File: src/rtl/ui_to_tilelink_bridge.sv
// MIG-style UI slave port bridged to a TileLink-UL master.
// Each 128-bit UI access becomes up to four 32-bit TL transactions.
module ui_to_tilelink_bridge #(
   parameter int TL_RS     = 4,
   parameter int TL_AW     = 28,
   parameter int SOURCE_ID = 0
) (
   input  logic             tilelink_clock_i,
   input  logic             tilelink_reset_i,
   input  logic [2:0]       app_cmd,
   input  logic [TL_AW-1:0] app_addr,
   input  logic             app_en,
   output logic             app_rdy,
   input  logic [127:0]     app_wdf_data,
   input  logic [15:0]      app_wdf_mask,
   input  logic             app_wdf_wren,
   input  logic             app_wdf_end,
   output logic             app_wdf_rdy,
   output logic [127:0]     app_rd_data,
   output logic             app_rd_data_valid,
   output logic             app_rd_data_end,
   output logic [2:0]       tl_a_opcode,
   output logic [2:0]       tl_a_param,
   output logic [3:0]       tl_a_size,
   output logic [TL_RS-1:0] tl_a_source,
   output logic [TL_AW-1:0] tl_a_address,
   output logic [3:0]       tl_a_mask,
   output logic [31:0]      tl_a_data,
   output logic             tl_a_corrupt,
   output logic             tl_a_valid,
   input  logic             tl_a_ready,
   input  logic [2:0]       tl_d_opcode,
   input  logic [1:0]       tl_d_param,
   input  logic [3:0]       tl_d_size,
   input  logic [TL_RS-1:0] tl_d_source,
   input  logic             tl_d_denied,
   input  logic [31:0]      tl_d_data,
   input  logic             tl_d_corrupt,
   input  logic             tl_d_valid,
   output logic             tl_d_ready,
   output logic             err_o
);

   typedef enum logic [2:0] {
      S_IDLE,
      S_WAIT_WDF,
      S_ISSUE,
      S_RESP,
      S_RDATA
   } state_t;

   state_t            r_state;
   logic              r_run;
   logic [TL_AW-5:0]  r_base;
   logic              r_rd;
   logic [1:0]        r_k;
   logic              r_wdf_full;
   logic [127:0]      r_wdf_data;
   logic [15:0]       r_wdf_mask;
   logic [127:0]      r_rdata;
   logic              r_err;

   logic              w_cmd_take;
   logic              w_wdf_take;
   logic              w_found;
   logic [1:0]        w_sel;
   logic [3:0]        w_avail;
   logic [3:0]        w_a_mask;
   logic              w_d_bad;
   logic              w_unused;

   assign app_rdy           = r_run && (r_state == S_IDLE);
   assign app_wdf_rdy       = r_run && !r_wdf_full;
   assign w_cmd_take        = app_en && app_rdy;
   assign w_wdf_take        = app_wdf_wren && app_wdf_rdy;
   assign w_d_bad           = tl_d_denied || tl_d_corrupt;

   // Reads never skip; writes skip words whose bytes are all masked off.
   always_comb begin
      w_avail = 4'b0000;
      w_found = 1'b0;
      w_sel   = r_k;
      for (int j = 0; j < 4; j++) begin
         w_avail[j] = r_rd || (r_wdf_mask[4*j +: 4] != 4'hF);
      end
      for (int j = 3; j >= 0; j--) begin
         if (j >= int'(r_k) && w_avail[j]) begin
            w_found = 1'b1;
            w_sel   = 2'(j);
         end
      end
   end

   assign w_a_mask = r_rd ? 4'hF : ~r_wdf_mask[{w_sel, 2'b00} +: 4];

   assign tl_a_valid   = (r_state == S_ISSUE) && w_found;
   assign tl_a_address = {r_base, w_sel, 2'b00};
   assign tl_a_size    = 4'd2;
   assign tl_a_param   = 3'd0;
   assign tl_a_corrupt = 1'b0;
   assign tl_a_source  = TL_RS'(SOURCE_ID);
   assign tl_a_mask    = w_a_mask;
   assign tl_a_opcode  = r_rd ? 3'd4 : ((w_a_mask == 4'hF) ? 3'd0 : 3'd1);
   assign tl_a_data    = r_rd ? 32'd0 : r_wdf_data[{w_sel, 5'd0} +: 32];

   assign tl_d_ready        = (r_state == S_RESP);
   assign app_rd_data_valid = (r_state == S_RDATA);
   assign app_rd_data_end   = (r_state == S_RDATA);
   assign app_rd_data       = r_rdata;
   assign err_o             = r_err;

   assign w_unused = ^{app_cmd[2:1], app_addr[3:0], app_wdf_end,
                       tl_d_opcode, tl_d_param, tl_d_size, tl_d_source};

   always_ff @(posedge tilelink_clock_i) begin
      if (!tilelink_reset_i) begin
         r_state    <= S_IDLE;
         r_run      <= 1'b0;
         r_base     <= '0;
         r_rd       <= 1'b0;
         r_k        <= 2'd0;
         r_wdf_full <= 1'b0;
         r_wdf_data <= '0;
         r_wdf_mask <= '0;
         r_rdata    <= '0;
         r_err      <= 1'b0;
      end else begin
         r_run <= 1'b1;
         if (w_wdf_take) begin
            r_wdf_full <= 1'b1;
            r_wdf_data <= app_wdf_data;
            r_wdf_mask <= app_wdf_mask;
         end
         unique case (r_state)
            S_IDLE: begin
               if (w_cmd_take) begin
                  r_base <= app_addr[TL_AW-1:4];
                  r_rd   <= app_cmd[0];
                  r_k    <= 2'd0;
                  if (app_cmd[0] || r_wdf_full || w_wdf_take)
                     r_state <= S_ISSUE;
                  else
                     r_state <= S_WAIT_WDF;
               end
            end
            S_WAIT_WDF: begin
               if (r_wdf_full || w_wdf_take)
                  r_state <= S_ISSUE;
            end
            S_ISSUE: begin
               if (!w_found) begin
                  r_wdf_full <= 1'b0;
                  r_state    <= S_IDLE;
               end else if (tl_a_ready) begin
                  r_k     <= w_sel;
                  r_state <= S_RESP;
               end
            end
            S_RESP: begin
               if (tl_d_valid) begin
                  if (r_rd)
                     r_rdata[{r_k, 5'd0} +: 32] <= w_d_bad ? 32'd0 : tl_d_data;
                  if (w_d_bad)
                     r_err <= 1'b1;
                  if (r_k == 2'd3) begin
                     if (r_rd) begin
                        r_state <= S_RDATA;
                     end else begin
                        r_wdf_full <= 1'b0;
                        r_state    <= S_IDLE;
                     end
                  end else begin
                     r_k     <= r_k + 2'd1;
                     r_state <= S_ISSUE;
                  end
               end
            end
            S_RDATA: r_state <= S_IDLE;
            default: r_state <= S_IDLE;
         endcase
      end
   end

endmodule

File: config.mk
export PLATFORM = sky130hd
export DESIGN_NAME = ui_to_tilelink_bridge
export DESIGN_NICKNAME = d
export VERILOG_FILES = /design/src/rtl/ui_to_tilelink_bridge.sv
export SDC_FILE = /design/constraint.sdc
export NUM_CORES = 1
export LEC_CHECK = 0
export ABC_AREA = 1
export CAP_MARGIN = 0
export CORE_MARGIN = 5
export CORE_UTILIZATION = 44
export CTS_BUF_LIST = sky130_fd_sc_hd__clkbuf_8 sky130_fd_sc_hd__clkbuf_16
export CTS_CLUSTER_DIAMETER = 40
export DETAILED_ROUTE_END_ITERATION = 8
export GPL_TIMING_DRIVEN = 1
export PLACE_DENSITY = 0.74
export SYNTH_ARGS = -nofsm -noshare
export SYNTH_HDL_FRONTEND = slang
export SYNTH_SLANG_ARGS = --single-unit
File: constraint.sdc
create_clock -name tilelink_clock_i -period 2.6 [get_ports tilelink_clock_i]
set_clock_uncertainty 0.05 [all_clocks]
set_input_delay 0.52 -clock tilelink_clock_i [delete_from_list [all_inputs] [get_ports tilelink_clock_i]]
set_output_delay 0.52 -clock tilelink_clock_i [all_outputs]
set_load 0.02 [all_outputs]
# Yosys cells after proc, flatten, opt, wreduce, memory -nomap -nowiden
# Index checks and enable logic that the tools add are counted.
[word_totals]
inputBits = 229
out_inout_bits = 214
register_bits = 305
[classes]
eq_ne = 17
shifts = 4
mux = 36
add_sub_neg = 2
reduce_logical = 24
magnitude_cmp = 3
bitwise_logic = 1
[op_table]
columns = ["op", "count"]
rows = [
  ["128-bit bitwise mux", 1],
  ["32-bit by 9-bit variable shift with 128-bit output, first input constant", 1],
  ["128-bit by 8-bit variable part select with 32-bit output", 1],
  ["32-bit by 9-bit variable part select with 128-bit output", 1],
  ["32-bit 2-to-1 mux", 2],
  ["3-bit 2-to-1 mux", 8],
  ["2-bit 2-to-1 mux", 10],
  ["4-bit != test, second input constant", 4],
  ["16-bit by 5-bit variable part select with 4-bit output", 1],
  ["2-bit != test, second input constant", 6],
  ["3-bit case mux with 4 select lines", 1],
  ["1-bit 2-to-1 mux", 11],
  ["7-bit negation with 9-bit output", 1],
  ["1-bit logical AND", 8],
  ["1-bit logical OR", 8],
  ["3-bit by 2-bit equality test with 1-bit output, second input constant", 2],
  ["2-bit case mux with 3 select lines", 1],
  ["3-bit AND reduction", 2],
  ["6-bit AND reduction", 1],
  ["4-bit equality test, second input constant", 1],
  ["1-bit by 2-bit >= comparator with 1-bit output, first input constant", 2],
  ["4-bit 2-to-1 mux", 1],
  ["4-bit inverter", 1],
  ["4-bit AND reduction", 1],
  ["other kinds (11)", 11],
]

# Longest topological paths before layout
# Gate-level depths: netlist (run 1).
[logic_depth]
word_depth = 12
depth_mapped = 14
depth_no_buf = 12

# Least setup slack after synthesis (run 1)
# OpenSTA, ideal clock, no wires.
[synth_path]
kind = "flip-flop to output port"
from = "register r_k[0]"
to = "output tl_a_data[19]"
stages_incl_launch_ff = 12
t_required_ps = 2030
path_slack_ps = -48
t_arrival_ps = 2078
cell_sequence = "dfxtp_1 > ha_1 > clkbuf_1 > o21bai_4 > nand2_1 > nand2_2 > nand2_2 > buf_6 > buf_4 > a21oi_2 > o21ai_1 > a21oi_1"
[synth_between]
elab_chain_len = 7
word_cells_on_any_way = 12
classes_between = "order compare (3); shift (1); mux (5); reduce/logical (3)"
[synth_rtl]
columns = ["item", "line", "source"]
rows = [
  ["start: declaration", "56", "logic [1:0] r_k;"],
  ["start signal: assignment", "155", "r_k <= w_sel;"],
  ["start signal: assignment", "173", "r_k <= r_k + 2'd1;"],
  ["2-bit >= comparator", "87", "if (j >= int'(r_k) && w_avail[j]) begin"],
  ["1-bit logical AND", "87", ""],
  ["2-bit 2-to-1 mux (2 in a row)", "87", ""],
  ["2-bit 2-to-1 mux *", "87", ""],
  ["128-bit by 8-bit variable part select with 32-bit output *", "104", "assign tl_a_data = r_rd ? 32'd0 : r_wdf_data[{w_sel, 5'd0} +: 32];"],
  ["32-bit 2-to-1 mux *", "104", ""],
  ["end: declaration", "28", "output logic [31:0] tl_a_data,"],
]
# Every way passes the cells marked *; elsewhere a longest branch is shown, timed or not.

# Worst setup path after layout (run 1)
[layout_path]
from = "register r_rd"
to = "output tl_a_data[9]"
[layout_between]
elab_chain_len = 7
word_cells_on_any_way = 13
classes_between = "shift (1); mux (5); reduce/logical (7)"
[layout_rtl]
columns = ["item", "line", "source"]
rows = [
  ["start: declaration", "55", "logic r_rd;"],
  ["start signal: assignment", "138", "r_rd <= app_cmd[0];"],
  ["1-bit logical OR", "84", "w_avail[j] = r_rd || (r_wdf_mask[4*j +: 4] != 4'hF);"],
  ["2-bit 2-to-1 mux / 1-bit logical AND (equally long branches)", "87", ""],
  ["2-bit 2-to-1 mux (3 in a row)", "87", ""],
  ["128-bit by 8-bit variable part select with 32-bit output", "104", ""],
  ["32-bit 2-to-1 mux *", "104", ""],
]
# Marked as above.

==> results_dict.tcl, run 1 <==
set metrics [dict create \
    setup_tns_ns -11.87 \
    synth_area_um2 13200 \
    grt_pass1_vias 13800 \
    rows 63 \
    drt_iter0_drc 1018 \
    arrival_ns 2.43 \
    path_max_fanout 6 \
    grt_overflow 0 \
    final_nets 2413 \
    route.detailed.drc 0 \
    dr.pass1.iters 5 \
    ir_drop_mv 0.786 \
    drt_wl_total_mm 48.9 \
    clk_latency_ns 0.52 \
    synthDominantAreaCellType "dfxtp_1" \
    run_status "finished, violations left" \
    slowest_stage "dfxtp_4" \
    ff2ff_path_depth 8 \
    relSlewSlack_pct 52.1 \
    core_region_area_um2 29600 \
    vias_per_cell 5.46 \
    gp_congestion 0.885 \
    cp-end-kind "output pin" \
    ios 443 \
    final_core_util_pct 69.5 \
    synth_cell_type_count 37 \
    p_total_uw 19900 \
    violations "setup timing" \
    max_stage_delay_ns 0.36 \
    dieArea_um2 33600 \
    vias 14200 \
    worstMarginPinSlew_ns 0.718 \
    io_buffers 407 \
    grt_max_degree 103 \
    crit_chain "inv_6, buf_6, nand2_4, o21ai_4, nand2_4, a21oi_4, buf_12, clkbuf_16, a21oi_2, o21ai_1, a21oi_2, buf_4" \
    cts_made_buffers 41 \
    fin_area_um2 20600 \
    yosys_warnings 0 \
    slew_violations 0 \
    grt_pass1_wl_mm 72.9 \
    post_dp_cell_area_um2 18100 \
    r2r-end "app_rd_data[92]" \
    antenna_left 0 \
    synth_seq_area_share_pct 46.1 \
    area_delta_synth_final_pct 55.6 \
    cts_tree "built" \
    reg2reg_from "r_k[0]" \
    max-clock-path-buffers 3 \
    critPathLaunch "r_rd" \
    hpwl_mm 31.7 \
    cts_root_buf "clkbuf_16" \
    crit_path_start_kind "register" \
    syn_avg_cell_area_um2 7.47 \
    synthCells 1772 \
    netlist.area_leader.share_pct 46.1 \
    reg2reg_setup_slack_ns 0.32 \
    wl_per_cell_um 18.8 \
    die_y_um 183 \
    synth.most_common_cell "a21oi_1" \
    die_x_um 183 \
    synth_seq_cells 305 \
    antenna_found_initial 7 \
    start_util_pct 44.7 \
    h-tree-depth 2 \
    finalHoldViolCount 0 \
    min_period_ns 3.00 \
    synth_common_cells "a21oi_1, dfxtp_1, nand2_1" \
    fmax_mhz 333 \
    clk_pin_slew_ns 0.06 \
    hp-class "reg2reg" \
    ys_top_cells_by_area "dfxtp_1, a21oi_1, nand2_1" \
    power_density_nw_per_um2 966 \
    crit_end "tl_a_data[9]" \
    grtUsageTotal_pct 26.4 \
    min_period_over_period_pct 115 \
    rsz0062_at_grt "yes" \
    synth_edf_count 0 \
    synthArstFlopShare_pct 0 \
    worstPathRequired_ns 2.03 \
    synth_top_flop_cell "dfxtp_1" \
    maxCapViolCount 0 \
    path_class "reg2out" \
    cts.sink_count 305 \
    final-setup-viol-count 39 \
    layout-drive-gt1-share_pct 18.4 \
    setup_ws_ns -0.402 \
    p_leak_uw 0.00734 \
]
## cell type report
| class | instances | area (µm²) |
|---|---|---|
| clock inverter | 26 | 294 |
| timing repair buffer | 524 | 5550 |
| multi-input combinational | 1180 | 6520 |
| inverter | 127 | 497 |
| fill | 2357 | 9040 |
| tap | 390 | 488 |
| antenna | 4 | 10.0 |
| clock buffer | 47 | 1120 |
| sequential | 305 | 6120 |
## where the power goes
part           leakage [µW]  total, µW  internal, µW  switching (µW)
clock              0.000696       5740          3530            2200
sequential          0.00248       5120          4960             158
combinational       0.00416       9040          3920            5120
total               0.00734      19900         12400            7480
## timing repair
item                                    4_1_cts  5_1_grt
resized for setup                           279      118
hold endpoints to repair                      0        0
endpoints found under the setup margin       42       41
pin swaps                                    20       44
cloned                                        7        7
setup buffers                                13        7
hold buffers                                  0        0
## how the worst min path moves through the flow
stage	startpoint	endpoint	cells past startpoint
detailed placement	app_rd_data[16]	app_rd_data[16]	2
CTS	r_wdf_data[26]	r_wdf_data[26]	2
global placement	r_wdf_data[29]	r_wdf_data[29]	2
finish	app_rd_data[28]	app_rd_data[28]	2
global route	app_rd_data[19]	app_rd_data[19]	2
floorplan	r_wdf_data[0]	r_wdf_data[0]	2
## routing by layer
metal | up-vias | wire length, µm | GRT usage [%]
li1 | 6788 | - | -
met1 | 6622 | 18400 | 31.6
met2 | 664 | 24000 | 45.7
met3 | 129 | 4800 | 7.70
met4 | 8 | 1730 | 8.67
met5 | - | 54 | 0
## flip-flops by register name (all words and copies together) (netlist names)
name	flops
app_rd_data	128
r_wdf_data	128
r_base	24
r_wdf_mask	16
r_state	3
r_k	2
err_o	1
r_rd	1
r_run	1
r_wdf_full	1
## worst max-delay path, delay by kind of cell, from the launching register on
kind            cells  cell delay, ns
compound gates      5            0.72
simple gates        2            0.15
buf+inv             5            0.67
flops               1            0.36
## per-stage QoR
stage,cells,setup slack (ns),hold slack (ns)
after detailed placement,2499,-0.378,0.395
after global routing,2602,-0.467,0.418
final,2603,-0.402,0.404
after floorplan,1785,0.0535,0.380
after global placement,2499,-0.312,0.390
after CTS,2591,-0.380,0.405
## cell families (layout without fill, tap and decap cells)
group	count (synthesis)	count (layout)	synth area share (%)
compound gates	574	574	23.8
fa+ha+maj	5	5	0.473
buf+inv	300	724	10.1
flops	305	305	46.1
other cells	2	19	0.0567
simple gates	586	586	19.5
## layout by cell type (no fill, tap or decap), types with 49 or more instances in the layout
cell type / n
a21oi_2: 78
nand2_1: 265
buf_4: 75
nor3_1: 69
nand3_1: 112
clkbuf_16: 49
inv_1: 122
clkdlybuf4s50_1: 364
a21oi_1: 249
dfxtp_1: 302
nor2_1: 64
o21ai_0: 99
Power figures use the tool's default switching activity.
==> inputs of run 2 (changes only) <==
--- a/config.mk
+++ b/config.mk
@@ -11,6 +11,7 @@
 export CORE_UTILIZATION = 44
 export CTS_BUF_LIST = sky130_fd_sc_hd__clkbuf_8 sky130_fd_sc_hd__clkbuf_16
 export CTS_CLUSTER_DIAMETER = 40
+export CTS_CLUSTER_SIZE = 16
 export DETAILED_ROUTE_END_ITERATION = 8
 export GPL_TIMING_DRIVEN = 1
 export PLACE_DENSITY = 0.74
==> constraint.sdc (replaced) <==
create_clock -name tilelink_clock_i -period 3.19 [get_ports tilelink_clock_i]
set_clock_uncertainty 0.05 [all_clocks]
set_input_delay 0.638 -clock tilelink_clock_i [delete_from_list [all_inputs] [get_ports tilelink_clock_i]]
set_output_delay 0.638 -clock tilelink_clock_i [all_outputs]
set_load 0.02 [all_outputs]
==> run 2 against run 1 <==
Against the previous run: the flow now finishes without violations; sequential share of layout area grew 2.0 points; final cell count fell by 1.7%; largest cell class is now registers; via count shrank 3.6%; non-clock buffer count decreased by 54; critical path depth is 1 lower; critical endpoint is now tl_a_data[0]; global-route usage fell by 1.2 points; clock power down 11%; routed wire length decreased by 6.3%; first-iteration DRC count grew 42%; sequential power is 19% lower; combinational power down 38%; final area fell by 6.2%.
==> results_dict.tcl, run 2 (synthesis gave the netlist of run 1 again) <==
set metrics [dict create \
    route.detailed.drc 0 \
    antenna_left 0 \
    power_frac_clock_pct 34.4 \
    dieArea_um2 33600 \
    p_seq_share_pct 28.0 \
    grt_pass1_vias 12900 \
    register_area_um2 6120 \
    final_cell_mix "clkdlybuf4s50_1, a21oi_1, dfxtp_1" \
    drt_iter0_drc 1445 \
    start_util_pct 44.7 \
    fin_area_um2 19300 \
    worstMarginPinSlew_ns 0.959 \
    swShare_pct 36.3 \
    max-clock-path-buffers 3 \
    min_period_over_period_pct 98.7 \
    p_leak_uw 0.00692 \
    grt_pass1_wl_mm 69.4 \
    dr.pass1.iters 7 \
    gp_congestion 0.847 \
    wl_per_cell_um 17.9 \
    crit_family "compound AO/OA/AOI/OAI gates" \
    internal-power_uw 9460 \
    cts_root_buf "clkbuf_16" \
    cts_made_buffers 45 \
    rsz0062_at_grt "yes" \
    antenna_found_initial 8 \
    critPathBufInv 3 \
    crit_chain "ha_4, o21bai_4, nand2_1, nand2_2, nand2_8, buf_12, a21oi_1, o21ai_0, a21oi_1, buf_4, buf_4" \
    relSlewSlack_pct 36.0 \
    multi_input_area_um2 5970 \
    core_region_area_um2 29600 \
    post_dp_cell_area_um2 17500 \
    vias_per_cell 5.36 \
    nFillCells 2524 \
    area_delta_synth_final_pct 45.9 \
    crit_path_start_kind "register" \
    vias 13700 \
    io_buffers 407 \
    clk_pin_slew_ns 0.05 \
    ir_drop_mv 0.663 \
    run_status "finished, final reports clean" \
    cp-end-kind "output pin" \
    clk_latency_ns 0.53 \
    grt_max_degree 217 \
    grtUsageTotal_pct 25.2 \
    h-tree-depth 2 \
    finalHoldViolCount 0 \
    hp-class "reg2reg" \
    maxCapViolCount 0 \
    drt_wl_total_mm 45.8 \
    arrival_ns 2.46 \
    fmax_mhz 318 \
    max_stage_delay_ns 0.40 \
    cts_hold_buf 0 \
    rows 63 \
    power_density_nw_per_um2 769 \
    die_x_um 183 \
    ios 443 \
    p_sw_uw 5400 \
    min_period_ns 3.15 \
    layout-drive-gt1-share_pct 11.5 \
    final_nets 2363 \
    cts.sink_count 305 \
    grt_overflow 0 \
    path_class "reg2out" \
    path_max_fanout 21 \
    slew_violations 0 \
    hpwl_mm 30.9 \
    final_common_cell "clkdlybuf4s50_1" \
    combPwrFrac_pct 37.5 \
    worstPathRequired_ns 2.50 \
    die_y_um 183 \
    slowest_stage "dfxtp_4" \
    final-setup-viol-count 0 \
    cts_tree "built" \
    final_core_util_pct 65.2 \
]
[run 2: metrics by stage]
stage	hold WS [ns]	power, µW	std cells	TNS, ns	setup WS (ns)
global route	0.423	15500	2557	-0.255	-0.0442
detailed placement	0.393	9620	2457	-0.00161	-0.00161
CTS	0.404	14600	2547	-0.0236	-0.0189
floorplan	0.380	7350	1785	0	0.424
global placement	0.389	9590	2457	0	0.0147
finish	0.401	14900	2559	0	0.0410
[run 2: timing repair]
item | in CTS | in global routing
endpoints found under the setup margin | 40 | 37
hold endpoints to repair | 0 | 0
pin swaps | 6 | 9
setup buffers | 7 | 5
cloned | 1 | 2
resized for setup | 152 | 45
[run 2: cell type report]
class,count,area share (%)
antenna,5,0.0648
clock buffer,54,6.59
clock inverter,28,1.59
inverter,127,2.53
multi-input combinational,1180,30.9
sequential,305,31.7
tap,390,2.53
timing repair buffer,470,24.1
[run 2: tightest hold or removal path, delay by kind of cell, from the launching register on]
kind                   cells  cell delay, ns
buffers and inverters      1            0.05
AOI/OAI and AO/OA          1            0.05
DFF                        1            0.30
[run 2: worst paths after layout]
| path | slack, ns | cells past startpoint | from | endpoint |
|---|---|---|---|---|
| hold / removal | 0.40 | 2 | app_rd_data[6] | app_rd_data[6] |
| setup / recovery | 0.04 | 11 | r_k[1] | tl_a_data[0] |
| hold reg to reg | 0.40 | 2 | app_rd_data[6] | app_rd_data[6] |
| setup reg to reg | 0.73 | 7 | r_k[0] | app_rd_data[77] |
[run 2: layer usage]
layer	vias to the layer above	GRT usage, %	part of all wire, %
met4	10	9.24	3.4
met3	107	5.84	8.9
li1	6688	-	-
met1	6283	30.9	39
met5	-	0	0.14
met2	617	43.3	49
[run 2: power by group through the flow]
stage	Sequential [µW]	Clock, µW	Combinational [µW]
after floorplan	4270	0	3080
after detailed placement	4220	0	5400
final	4170	5120	5580
after global routing	4190	5350	5990
after CTS	4150	5170	5310
after global placement	4210	0	5370
